File: config.mk
export PLATFORM = sky130hd
export DESIGN_NAME = fetch_stage_flat
export DESIGN_NICKNAME = d
export VERILOG_FILES = /design/src/rtl/fetch_stage_if.sv /design/src/rtl/fetch_stage.sv /design/src/flat_wrapper.sv
export SDC_FILE = /design/constraint.sdc
export NUM_CORES = 1
export LEC_CHECK = 0
export ABC_AREA = 1
export CAP_MARGIN = 30
export CORE_MARGIN = 5
export CORE_UTILIZATION = 40
export CTS_CLUSTER_SIZE = 25
export DETAILED_ROUTE_END_ITERATION = 10
export PLACE_DENSITY = 0.74
export SKIP_LAST_GASP = 1
export SLEW_MARGIN = 25
export SYNTH_ARGS = -nofsm -noshare
export SYNTH_HDL_FRONTEND = slang
export SYNTH_SLANG_ARGS = --single-unit
export TNS_END_PERCENT = 5
File: constraint.sdc
create_clock -name clk -period 3.6 [get_ports clk]
set_input_delay 0.54 -clock clk [delete_from_list [all_inputs] [get_ports clk]]
set_output_delay 0.54 -clock clk [all_outputs]
set_load 0.05 [all_outputs]
File: src/rtl/fetch_stage_if.sv
// Fetch stage boundary: control inputs, instruction bus, decode-side delivery.
// master = fetch stage, slave = surrounding pipeline/bus.
interface fetch_stage_if #(
    parameter int XLEN = 64
);
    logic            stall;
    logic            flush;
    logic [XLEN-1:0] redirect_pc;
    logic            ireq_valid;
    logic [XLEN-1:0] ireq_addr;
    logic            iresp_data_ok;
    logic [31:0]     iresp_data;
    logic            fetch_valid;
    logic [XLEN-1:0] fetch_pc;
    logic [31:0]     fetch_instr;
    logic            fetch_busy;

    modport master (
        input  stall, flush, redirect_pc,
        input  iresp_data_ok, iresp_data,
        output ireq_valid, ireq_addr,
        output fetch_valid, fetch_pc, fetch_instr, fetch_busy
    );

    modport slave (
        output stall, flush, redirect_pc,
        output iresp_data_ok, iresp_data,
        input  ireq_valid, ireq_addr,
        input  fetch_valid, fetch_pc, fetch_instr, fetch_busy
    );
endinterface

File: src/rtl/fetch_stage.sv
// Instruction fetch front end: owns the PC, issues bus requests and hands
// one instruction per response to decode, honouring stall and flush.
module fetch_stage #(
    parameter int              XLEN     = 64,
    parameter logic [XLEN-1:0] RESET_PC = XLEN'(64'h8000_0000)
) (
    input  logic          clk,
    input  logic          reset,
    fetch_stage_if.master fif
);
    typedef enum logic [1:0] {
        S_IDLE,
        S_REQ,
        S_HOLD,
        S_DISCARD
    } state_e;

    state_e          state_q, state_d;
    logic [XLEN-1:0] pc_q, pc_d;
    logic [XLEN-1:0] addr_q, addr_d;
    logic [31:0]     buf_q, buf_d;

    logic [XLEN-1:0] redir;
    logic [XLEN-1:0] pc_inc;

    assign redir  = {fif.redirect_pc[XLEN-1:2], 2'b00};
    assign pc_inc = pc_q + XLEN'(4);

    always_ff @(posedge clk) begin
        if (reset) begin
            state_q <= S_IDLE;
            pc_q    <= RESET_PC;
            addr_q  <= RESET_PC;
            buf_q   <= '0;
        end else begin
            state_q <= state_d;
            pc_q    <= pc_d;
            addr_q  <= addr_d;
            buf_q   <= buf_d;
        end
    end

    always_comb begin
        state_d = state_q;
        pc_d    = pc_q;
        addr_d  = addr_q;
        buf_d   = buf_q;
        unique case (state_q)
            S_IDLE: begin
                state_d = S_REQ;
                if (fif.flush) pc_d = redir;
            end
            S_REQ: begin
                if (fif.iresp_data_ok) begin
                    if (fif.flush) begin
                        pc_d = redir;
                    end else if (fif.stall) begin
                        buf_d   = fif.iresp_data;
                        state_d = S_HOLD;
                    end else begin
                        pc_d = pc_inc;
                    end
                end else if (fif.flush) begin
                    // request stays on the bus; remember its address
                    addr_d  = pc_q;
                    pc_d    = redir;
                    state_d = S_DISCARD;
                end
            end
            S_HOLD: begin
                if (fif.flush) begin
                    pc_d    = redir;
                    state_d = S_REQ;
                end else if (!fif.stall) begin
                    pc_d    = pc_inc;
                    state_d = S_REQ;
                end
            end
            S_DISCARD: begin
                if (fif.flush) pc_d = redir;
                if (fif.iresp_data_ok) state_d = S_REQ;
            end
            default: state_d = S_IDLE;
        endcase
    end

    logic            req_valid;
    logic [XLEN-1:0] req_addr;
    logic            f_valid;
    logic [XLEN-1:0] f_pc;
    logic [31:0]     f_instr;
    logic            f_busy;

    // reset masks outputs in the same cycle so a late response is never seen
    always_comb begin
        req_valid = 1'b0;
        req_addr  = pc_q;
        f_valid   = 1'b0;
        f_pc      = pc_q;
        f_instr   = '0;
        f_busy    = 1'b0;
        if (reset) begin
            req_addr = RESET_PC;
            f_pc     = RESET_PC;
            f_busy   = 1'b1;
        end else begin
            unique case (state_q)
                S_IDLE: begin
                    f_busy = 1'b1;
                end
                S_REQ: begin
                    req_valid = 1'b1;
                    f_valid   = fif.iresp_data_ok;
                    f_instr   = fif.iresp_data;
                    f_busy    = !fif.iresp_data_ok;
                end
                S_HOLD: begin
                    f_valid = 1'b1;
                    f_instr = buf_q;
                end
                S_DISCARD: begin
                    req_valid = 1'b1;
                    req_addr  = addr_q;
                    f_busy    = 1'b1;
                end
                default: f_busy = 1'b1;
            endcase
        end
    end

    assign fif.ireq_valid  = req_valid;
    assign fif.ireq_addr   = req_addr;
    assign fif.fetch_valid = f_valid;
    assign fif.fetch_pc    = f_pc;
    assign fif.fetch_instr = f_instr;
    assign fif.fetch_busy  = f_busy;
endmodule

File: src/flat_wrapper.sv
// flat-port wrapper written by rule: the top's interface ports become plain ports
module fetch_stage_flat 
#(
    parameter int              XLEN     = 64,
    parameter logic [XLEN-1:0] RESET_PC = XLEN'(64'h8000_0000)
)
  (clk, reset, fif_stall, fif_flush, fif_redirect_pc, fif_iresp_data_ok, fif_iresp_data, fif_ireq_valid, fif_ireq_addr, fif_fetch_valid, fif_fetch_pc, fif_fetch_instr, fif_fetch_busy);
  fetch_stage_if #(.XLEN(XLEN)) fif_i ();
  input  logic clk;
  input  logic reset;
  input wire logic [$bits(fif_i.stall)-1:0] fif_stall;
  input wire logic [$bits(fif_i.flush)-1:0] fif_flush;
  input wire logic [$bits(fif_i.redirect_pc)-1:0] fif_redirect_pc;
  input wire logic [$bits(fif_i.iresp_data_ok)-1:0] fif_iresp_data_ok;
  input wire logic [$bits(fif_i.iresp_data)-1:0] fif_iresp_data;
  output wire logic [$bits(fif_i.ireq_valid)-1:0] fif_ireq_valid;
  output wire logic [$bits(fif_i.ireq_addr)-1:0] fif_ireq_addr;
  output wire logic [$bits(fif_i.fetch_valid)-1:0] fif_fetch_valid;
  output wire logic [$bits(fif_i.fetch_pc)-1:0] fif_fetch_pc;
  output wire logic [$bits(fif_i.fetch_instr)-1:0] fif_fetch_instr;
  output wire logic [$bits(fif_i.fetch_busy)-1:0] fif_fetch_busy;
  assign fif_i.stall = fif_stall;
  assign fif_i.flush = fif_flush;
  assign fif_i.redirect_pc = fif_redirect_pc;
  assign fif_i.iresp_data_ok = fif_iresp_data_ok;
  assign fif_i.iresp_data = fif_iresp_data;
  assign fif_ireq_valid = fif_i.ireq_valid;
  assign fif_ireq_addr = fif_i.ireq_addr;
  assign fif_fetch_valid = fif_i.fetch_valid;
  assign fif_fetch_pc = fif_i.fetch_pc;
  assign fif_fetch_instr = fif_i.fetch_instr;
  assign fif_fetch_busy = fif_i.fetch_busy;
  fetch_stage #(.XLEN(XLEN), .RESET_PC(RESET_PC)) u_core (.clk(clk), .reset(reset), .fif(fif_i));
endmodule
==> summary.md, run 1 <==
| Metric | Value |
|---|---|
| Final ANT Viol Nets | 0 |
| I/O Buffers | 261 |
| Cts hold-fix bufs | 0 |
| Dpl hpwl | 28000 um |
| Logic pwr share | 0.313 |
| Critical Path Sink | fif_fetch_instr[14] |
| Crit end category | output pin |
| Register share of total power | 0.357 |
| Synth unique cells | 41 |
| Die width | 172 um |
| Top cell type by total area after synthesis | dfxtp_1 |
| DR iter-0 viols | 1124 |
| GRT overflow | 0 |
| Yosys Warn Count | 0 |
| R2R Path Start | u_core.state_q[0] |
| Sw Share | 0.396 |
| Register area share after synthesis | 0.311 |
| CTS tree | yes |
| P_int | 3.52 mW |
| Status | finished clean |
| Syn nets | 1873 |
| Synth Register Bits | 162 |
| Worst R2R Setup Slack | 1.16 ns |
| CP required | 3.06 ns |
| NumNets Final | 2067 |
| Setup CP Type | reg -> out |
| Fin crit share | 0.912 |
| Initial Utilization | 0.403 |
| Top-area cell type share of the netlist area | 0.311 |
| CTS Buffer Depth | 2 |
| GP Congestion | 0.948 |
| Synth Instances | 1768 |
| Pwr Density | 421 mW/mm^2 |
| Setup bufs post-CTS | 0 |
| Cell area after synthesis | 0.0104 mm^2 |
| Die Y | 172 um |
| Clk_lat worst skew | 0.44 ns |
| CTS root buf | clkbuf_16 |
| CTS clk-pin slew, worst paths | 0.07 ns |
| Setup TNS | 0 ns |
| DRT Pass-1 Iters | 5 |
| Post-Layout Cell Count | 2311 |
| Hold slack | 0.459 ns |
| CP cell instances | inv_1 -> ha_1 -> nor2_1 -> inv_1 -> buf_8 -> a21oi_1 -> clkdlybuf4s50_1 |
| Async set or reset register ratio after synthesis | 0 |
| Worst r2r path cells | 9 |
| Vias in the first global route | 11400 |
| IO Count | 264 |
| Via/cell ratio | 5.38 |
| Top_reg_cell synth | dfxtp_1 |
| Final wirelength | 38400 um |
| Most common cell after layout, fill and taps aside | nand2_1 |
| Slowest cell on crit path | clkdlybuf4s50_1 |
| Worst hold path class | reg -> reg |
| Final Slew Violations | 0 |
| Minimum clock period | 3.28 ns |
| Routed vias | 12400 |
| # rows | 59 |
| Largest net degree at the start of global routing | 155 |
| Slew HR | 0.524 |
| Die ar. | 0.0294 mm^2 |
| Finish-stage setup viols | 0 |
| Post-route DRC | 0 |
| Mean post-synth cell area | 5.90 um^2 |
| Fin. Hold Viols | 0 |
| TritonCTS Buffers | 17 |
| Ratio of cells with drive above 1 in the final layout | 0.0886 |
| GR Util All Layers | 0.251 |
| Skew final | 0.0125 ns |
| NetSw | 2.30 mW |
| RSZ-0062 raised after global routing | no |
| WL per Instance | 16.6 um |
| Crit path arrival time | 2.74 ns |
| Post-cts repair resize count | 0 |
| Antenna violations before repair | 1 |
| Max Fclk | 305 MHz |
| Clock Sinks | 162 |
| Critical path's top delay family | buffers and inverters |
| Layout area overhead | 32.5% |
| Instance count on the critical path | 7 |
| CP most frequent cell | inv_1 |
| Post-synth EDFFs | 0 |
| FF-to-FF End | u_core.pc_q[29] |
| Synth top area cells | dfxtp_1 (31%), nand2_1 (14%), a21oi_1 (11%) |
| Placed Cells | 2276 |
| Max VDD drop | 0.000241 V |
| Type of origin of the critical path | register |
| CP Buf/Inv Count | 4 |
| CP Launch Point | u_core.state_q[0] |
| CP Max Fanout | 28 |
| Actual slew at the worst max-slew pin | 0.712 ns |
| Pleak | 5.27 nW |
| H-Tree Depth | 4 |
| Delay of the slowest cell on the worst path | 0.83 ns |
| Commonest cells after routing, fill and taps aside | nand2_1 (399), nor2_1 (249), a21oi_1 (233) |
| Filler cell count | 2587 |
| Global-route wire length before repair | 59800 um |
| Core footprint | 0.0259 mm^2 |
| Max_cap viols | 0 |
| Clock share of power | 0.330 |
kinds of logic (layout without fill, tap and decap cells):
logic type	Yosys count	after routing	synth area share
compound gates	493	493	0.244
other cells	0	1	0
flops	162	162	0.311
buf+inv	293	500	0.108
fa+ha+maj	4	4	0.00479
simple gates	815	815	0.332
xor+xnor	1	1	0.000839
how the worst min path moves through the flow:
| stage | depth (start not counted) | slack [ns] | from | endpoint |
|---|---|---|---|---|
| after floorplan | 2 | 0.44 | u_core.buf_q[0] | u_core.buf_q[0] |
| after detailed placement | 2 | 0.45 | u_core.buf_q[2] | u_core.buf_q[2] |
| after CTS | 2 | 0.46 | u_core.buf_q[2] | u_core.buf_q[2] |
| final | 2 | 0.46 | u_core.buf_q[2] | u_core.buf_q[2] |
| after global routing | 2 | 0.48 | u_core.buf_q[2] | u_core.buf_q[2] |
| after global placement | 2 | 0.45 | u_core.buf_q[2] | u_core.buf_q[2] |
worst min-delay path: stages (launching register included):
cell     delay [ns]
dfxtp_1        0.31
nand2_1        0.06
a21oi_1        0.05
layout make-up:
cell class                 instances  area (um^2)  share of cell area
tap                              335          419              0.0303
sequential                       162         3240               0.234
inverter                         182          684              0.0495
clock buffer                      17          425              0.0308
timing repair buffer             286         2770               0.200
antenna                            1         2.50            0.000181
multi-input combinational       1313         6100               0.441
clock inverter                    15          193              0.0139
state kept, by name (all words and copies together), names as in the netlist:
register,count
u_core.pc_q,64
u_core.addr_q,64
u_core.buf_q,32
u_core.state_q,2
metrics by stage:
stage / setup slack (ns) / utilization / instance area, um^2 / power, mW
global placement: 0.479 / 0.507 / 13100 / 3.88
CTS: 0.0359 / 0.532 / 13800 / 5.83
finish: 0.316 / 0.534 / 13800 / 5.82
floorplan: 0.905 / - / 10400 / 3.26
global route: 0.110 / 0.534 / 13800 / 6.09
detailed placement: 0.412 / 0.508 / 13200 / 3.92
synthesized netlist by cell type, drive strengths merged, types with 3 or more instances:
cell type / count
nand2: 411
nor2: 268
a21oi: 233
o21ai: 230
inv: 179
dfxtp: 162
clkbuf: 84
nand3: 78
buf: 27
nand4: 24
nor3: 21
o211ai: 7
nor4: 6
ha: 4
o31ai: 4
or2: 4
a311oi: 3
a31oi: 3
clkinv: 3
o311ai: 3
per-layer routing:
metal,GRT usage,share of wire,vias to the layer above,wire length (um)
met2,0.411,0.47,509,17900
li1,-,-,6160,-
met1,0.334,0.43,5684,16600
met4,0.0916,0.029,0,1120
met5,0,0,-,0
met3,0.0388,0.074,84,2830
power by group through the flow:
stage	sequential (mW)	combinational, mW	clock [mW]
after detailed placement	2.11	1.80	0
after global routing	2.10	1.97	2.02
after CTS	2.07	1.81	1.95
after global placement	2.11	1.77	0
final	2.08	1.82	1.92
after floorplan	2.07	1.19	0
Note: power is estimated with default switching activity, not from simulation.
==> inputs of run 2 (changes only) <==
Settings changed: CAP_MARGIN 30 to 20, CTS_CLUSTER_SIZE 25 to not set, MAX_ROUTING_LAYER set to met4.
==> run 2 against run 1 <==
  * Critical path type unchanged
  * Global-route usage is 0.84 points higher
  * Hold slack improved by 0.0071 ns
  * Non-clock buffer count decreased by 3
  * Count of clock-buffer cells in the layout stayed put
==> summary.md, run 2 (synthesized netlist as in run 1, its figures left out) <==
| Metric | Value |
|---|---|
| Initial Utilization | 0.403 (unchanged) |
| GRT overflow | 0 (unchanged) |
| H-Tree Depth | 4 (unchanged) |
| Layout area overhead | 31.9% (was 32.5%) |
| Fin area | 0.0138 mm^2 (about the same) |
| CTS Buffer Depth | 2 (unchanged) |
| Worst R2R Setup Slack | 1.06 ns (was 1.16 ns) |
| Commonest cells after routing, fill and taps aside | nand2_1 (399), nor2_1 (248), a21oi_1 (233) (was nand2_1 (399), nor2_1 (249), a21oi_1 (233)) |
| Post-route DRC | 0 (unchanged) |
| CP required | 3.06 ns (about the same) |
| Crit end category | output pin (unchanged) |
| ANT cells | 0 (was 1) |
| Max_cap viols | 0 (unchanged) |
| Top Registers | u_core.addr_q x64, u_core.pc_q x64, u_core.buf_q x32 (unchanged) |
| Type of origin of the critical path | register (unchanged) |
| Setup TNS | 0 ns (unchanged) |
| CTS root buf | clkbuf_16 (unchanged) |
| Final Slew Violations | 0 (unchanged) |
| Pleak | 5.23 nW (was 5.27 nW) |
| Final ANT Viol Nets | 0 (unchanged) |
| Ratio of cells with drive above 1 in the final layout | 0.0887 (was 0.0886) |
| Dpl hpwl | 27600 um (was 28000 um) |
| Filler cell count | 2618 (was 2587) |
| Antenna violations before repair | 0 (was 1) |
| RSZ-0062 raised after global routing | no (unchanged) |
| Global-route wire length before repair | 60300 um (was 59800 um) |
| Via/cell ratio | 5.37 (was 5.38) |
| TritonCTS Buffers | 17 (unchanged) |
| Placed Cells | 2273 (was 2276) |
| GR Util All Layers | 0.259 (was 0.251) |
| Max VDD drop | 0.000306 V (was 0.000241 V) |
| Finish-stage setup viols | 0 (unchanged) |
| Die ar. | 0.0294 mm^2 (unchanged) |
| Vias in the first global route | 11700 (was 11400) |
| WL per Instance | 16.6 um (about the same) |
| Actual slew at the worst max-slew pin | 0.953 ns (was 0.712 ns) |
| CP cell instances | inv_1 -> ha_1 -> nor2_2 -> clkinvlp_4 -> buf_4 -> a21oi_1 -> clkdlybuf4s50_1 (was inv_1 -> ha_1 -> nor2_1 -> inv_1 -> buf_8 -> a21oi_1 -> clkdlybuf4s50_1) |
| Fin. Hold Viols | 0 (unchanged) |
| Final wirelength | 38200 um (was 38400 um) |
| Final Power | 5.82 mW (about the same) |
| Clk_lat worst skew | 0.44 ns (about the same) |
| IO Count | 264 (unchanged) |
| NumNets Final | 2065 (was 2067) |
| R2R Path Start | u_core.state_q[1] (was u_core.state_q[0]) |
| Worst hold path class | reg -> reg (unchanged) |
| Slowest cell on crit path | clkdlybuf4s50_1 (unchanged) |
| Fin crit share | 0.966 (was 0.912) |
| Skew final | 0.0134 ns (was 0.0125 ns) |
| DRT Pass-1 Iters | 8 (was 5) |
| Largest net degree at the start of global routing | 155 (unchanged) |
| CP Max Fanout | 16 (was 28) |
| DR iter-0 viols | 994 (was 1124) |
| Slew HR | 0.364 (was 0.524) |
| Max Fclk | 288 MHz (was 305 MHz) |
| GP Congestion | 0.943 (was 0.948) |
| Status | finished clean (unchanged) |
| Worst r2r path cells | 9 (unchanged) |
| FF-to-FF End | u_core.buf_q[0] (was u_core.pc_q[29]) |
| Cell Area, Placed | 0.0131 mm^2 (was 0.0132 mm^2) |
| Crit path arrival time | 2.94 ns (was 2.74 ns) |
| # rows | 59 (unchanged) |
| CP Launch Point | u_core.state_q[0] (unchanged) |
| Cts hold-fix bufs | 0 (unchanged) |
| Routed vias | 12400 (about the same) |
| Delay of the slowest cell on the worst path | 0.82 ns (was 0.83 ns) |
| I/O Buffers | 261 (unchanged) |
| Pwr Density | 422 mW/mm^2 (was 421 mW/mm^2) |
| Core footprint | 0.0259 mm^2 (unchanged) |
| CTS tree | yes (unchanged) |
| Die width | 172 um (unchanged) |
| Most common cell after layout, fill and taps aside | nand2_1 (unchanged) |
| Die Y | 172 um (unchanged) |
| Post-Layout Cell Count | 2308 (was 2311) |
| CTS clk-pin slew, worst paths | 0.07 ns (about the same) |
| Critical Path Sink | fif_fetch_instr[10] (was fif_fetch_instr[14]) |
| Setup CP Type | reg -> out (unchanged) |
| Hold slack | 0.466 ns (was 0.459 ns) |
| Minimum clock period | 3.48 ns (was 3.28 ns) |
| Clock Sinks | 162 (unchanged) |
==> run 2: changes by cell type in the layout (fill, tap and decap cells not counted) <==
cell	previous run	this run
clkinv_8	4	3
diode_2	1	0
buf_8	1	0
buf_16	2	0
clkinvlp_4	0	3
nor2_1	249	248
inv_8	4	5
inv_1	173	172
nor2_2	10	11
clkinv_4	4	3
==> run 2: per-layer routing <==
layer	up-vias	wire (um)	share of wire	global-route usage
li1	6159	-	-	-
met1	5667	16700	0.44	0.341
met2	504	17900	0.47	0.417
met3	69	2600	0.068	0.0324
met4	0	1080	0.028	0.0816
met5	-	0	0	-
==> run 2: how the worst min path moves through the flow <==
stage / startpoint / end / cells past startpoint
finish: u_core.buf_q[3] / u_core.buf_q[3] / 2
CTS: u_core.buf_q[7] / u_core.buf_q[7] / 2
global route: u_core.buf_q[30] / u_core.buf_q[30] / 2
floorplan: u_core.buf_q[0] / u_core.buf_q[0] / 2
global placement: u_core.buf_q[3] / u_core.buf_q[3] / 2
detailed placement: u_core.buf_q[7] / u_core.buf_q[7] / 2
==> run 2: layout make-up <==
type                    count  area [um^2]  area share
inverters                 182          688      0.0500
well taps                 335          419      0.0304
repair inverters            1         7.51    0.000545
multi-input cells        1313         6100       0.443
flip-flops and latches    162         3240       0.236
repair buffers            283         2700       0.196
clock buffers              17          425      0.0309
clock inverters            15          186      0.0135
==> run 2: repair_timing <==
item                       4_1_cts  5_1_grt
resized for setup                0        3
buffers inserted                 0        2
setup endpoints to repair        0       32
==> run 2: critical path, delay by kind of cell (launching register included) <==
family,cells,cell delay [ns]
DFF,1,0.41
buffers and inverters,4,1.25
AOI/OAI and AO/OA,1,0.15
and+or+nand+nor,1,0.34
adders and majority gates,1,0.33
==> run 2: power by group <==
part           switching (mW)  internal, mW
Clock                   0.922          1.00
Sequential              0.146          1.93
Combinational            1.24         0.572
==> run 2: through the flow <==
stage,setup WS (ns),util
finish,0.123,0.531
global route,0.0146,0.531
CTS,0.0698,0.530
detailed placement,0.464,0.507
global placement,0.478,0.507
floorplan,0.905,-
==> inputs of run 3 (changes only) <==
Settings changed: CORE_UTILIZATION 40 to 47, HOLD_SLACK_MARGIN set to 0.02, PLACE_DENSITY 0.74 to 0.84.
==> run 3 against run 2 <==
  * Final cell count shrank 2.3%
  * Global-route usage is 3.9 points higher
  * Critical endpoint is now fif_fetch_instr[9]
  * Sequential power hardly changed
  * Cell area down 0.77%
  * Critical path depth unchanged
  * Combinational power about the same
  * Clock power decreased by 5%
  * Largest power group unchanged
  * Power shrank 1.7%
  * Non-clock buffer count increased by 2
  * Worst setup slack lost 0.10 ns
  * Die area decreased by 14%
==> summary.md, run 3 (synthesized netlist as in run 1, its figures left out) <==
| Metric | Value |
|---|---|
| Fin area | 0.0137 mm^2 (was 0.0138 mm^2) |
| CP Max Fanout | 16 (unchanged) |
| Ratio of cells with drive above 1 in the final layout | 0.0891 (was 0.0887) |
| CTS root buf | clkbuf_16 (unchanged) |
| Max Fclk | 279 MHz (was 288 MHz) |
| DRT Pass-1 Iters | 6 (was 8) |
| Layout area overhead | 30.9% (was 31.9%) |
| Dpl hpwl | 27900 um (was 27600 um) |
| Final ANT Viol Nets | 0 (unchanged) |
| Die width | 159 um (was 172 um) |
| Crit path arrival time | 3.04 ns (was 2.94 ns) |
| Worst hold path class | reg -> reg (unchanged) |
| Commonest cells after routing, fill and taps aside | nand2_1 (399), nor2_1 (249), a21oi_1 (233) (was nand2_1 (399), nor2_1 (248), a21oi_1 (233)) |
| Pleak | 5.23 nW (about the same) |
| GRT overflow | 0 (unchanged) |
| CTS clk-pin slew, worst paths | 0.07 ns (about the same) |
| Final wirelength | 38100 um (was 38200 um) |
| Crit end category | output pin (unchanged) |
| Filler cell count | 2027 (was 2618) |
| Fin crit share | 0.994 (was 0.966) |
| Type of origin of the critical path | register (unchanged) |
| NetSw | 2.28 mW (was 2.31 mW) |
| P_int | 3.43 mW (was 3.51 mW) |
| Cts hold-fix bufs | 0 (unchanged) |
| Max_cap viols | 0 (unchanged) |
| CP required | 3.06 ns (about the same) |
| Cell Area, Placed | 0.0130 mm^2 (was 0.0131 mm^2) |
| Core footprint | 0.0218 mm^2 (was 0.0259 mm^2) |
| Post-route DRC | 0 (unchanged) |
| Pwr Density | 418 mW/mm^2 (was 422 mW/mm^2) |
| CTS Buffer Depth | 2 (unchanged) |
| DR iter-0 viols | 1265 (was 994) |
| Clock share of power | 0.318 (was 0.331) |
| IO Count | 264 (unchanged) |
| Top Registers | u_core.addr_q x64, u_core.pc_q x64, u_core.buf_q x32 (unchanged) |
| Register share of total power | 0.364 (was 0.358) |
| Final Slew Violations | 0 (unchanged) |
| I/O Buffers | 261 (unchanged) |
| Die ar. | 0.0253 mm^2 (was 0.0294 mm^2) |
| Vias in the first global route | 12000 (was 11700) |
| Largest net degree at the start of global routing | 66 (was 155) |
| Skew final | 0.0139 ns (was 0.0134 ns) |
| # rows | 54 (was 59) |
| GR Util All Layers | 0.298 (was 0.259) |
| Via/cell ratio | 5.65 (was 5.37) |
| Initial Utilization | 0.478 (was 0.403) |
| Minimum clock period | 3.58 ns (was 3.48 ns) |
| Die Y | 159 um (was 172 um) |
| Most common cell after layout, fill and taps aside | nand2_1 (unchanged) |
| Fin. Hold Viols | 0 (unchanged) |
| Antenna violations before repair | 0 (unchanged) |
| ANT cells | 0 (unchanged) |
| CTS tree | yes (unchanged) |
| RSZ-0062 raised after global routing | yes (was no) |
| Setup CP Type | reg -> out (unchanged) |
| Max VDD drop | 0.000302 V (was 0.000306 V) |
| TritonCTS Buffers | 17 (unchanged) |
| Clk_lat worst skew | 0.44 ns (about the same) |
| GP Congestion | 0.991 (was 0.943) |
| Actual slew at the worst max-slew pin | 0.981 ns (was 0.953 ns) |
| Status | finished clean (unchanged) |
| WL per Instance | 16.9 um (was 16.6 um) |
| H-Tree Depth | 4 (unchanged) |
| Placement Setup Slack | 0.484 ns (was 0.464 ns) |
| Hold slack | 0.471 ns (was 0.466 ns) |
| Sw Share | 0.399 (was 0.397) |
| Slew HR | 0.345 (was 0.364) |
| Setup TNS | 0 ns (unchanged) |
| Logic pwr share | 0.318 (was 0.311) |
| Slack of the critical path | 0.0204 ns (was 0.123 ns) |
| NumNets Final | 2067 (was 2065) |
| Clock Sinks | 162 (unchanged) |
| Routed vias | 12700 (was 12400) |
| Finish-stage setup viols | 0 (unchanged) |
| Final Power | 5.71 mW (was 5.82 mW) |
| Global-route wire length before repair | 61700 um (was 60300 um) |
run 3: cell types whose count changed in the layout (fill, tap and decap cells not counted), sizes merged:
cell and change:
buf +2, clkdlybuf4s50 -2, clkinvlp +2, bufinv -1
clkinv -1, dlygate4sd2 +1, dlymetal6s2s +1
run 3: worst paths after layout:
check	from	endpoint	slack [ns]	depth (start not counted)
worst max-delay path	u_core.state_q[0]	fif_fetch_instr[9]	0.02	7
worst min-delay path	u_core.buf_q[7]	u_core.buf_q[7]	0.47	2
worst max register to register	u_core.state_q[1]	u_core.buf_q[30]	1.01	9
worst min register to register	u_core.buf_q[7]	u_core.buf_q[7]	0.47	2
run 3: area by class of cell:
class	instances	area [um^2]	area share
multi-input cells	1313	6100	0.447
flip-flops and latches	162	3240	0.237
repair buffers	285	2690	0.197
inverters	182	688	0.0504
clock buffers	17	425	0.0311
well taps	280	350	0.0256
clock inverters	15	160	0.0117
repair inverters	1	7.51	0.000549
run 3: critical path, stage by stage, from the launching register on:
cell and delay (ns):
dfxtp_1 0.42, inv_1 0.09, ha_1 0.31, nor2_1 0.42
clkinvlp_4 0.15, buf_4 0.22, a21oi_1 0.15, clkdlybuf4s50_1 0.84
run 3: per-stage QoR:
step,instances,utilization
2_1_floorplan,1768,-
5_1_grt,2255,0.626
4_1_cts,2252,0.625
6_report,2255,0.626
3_5_place_dp,2220,0.598
3_3_place_gp,2220,0.598
run 3: layer usage:
metal  wire, um  vias up  part of all wire  track usage
li1           -     6155                 -            -
met1      16200     5884              0.42        0.382
met2      17800      615              0.47        0.476
met3       2900       85             0.076       0.0435
met4       1240        0             0.033        0.112
met5          0        -                 0            -
run 3: power by group through the flow:
stage / sequential [mW] / clock (mW) / combinational (mW)
final: 2.08 / 1.82 / 1.82
after global routing: 2.10 / 1.92 / 1.96
after CTS: 2.08 / 1.84 / 1.80
after detailed placement: 2.12 / 0 / 1.79
after global placement: 2.11 / 0 / 1.77
after floorplan: 2.07 / 0 / 1.19
run 3: repair_timing:
item | 4_1_cts | 5_1_grt
setup endpoints to repair | 1 | 31
setup buffers | 0 | 2
gates cloned | 0 | 1
resized for setup | 1 | 3
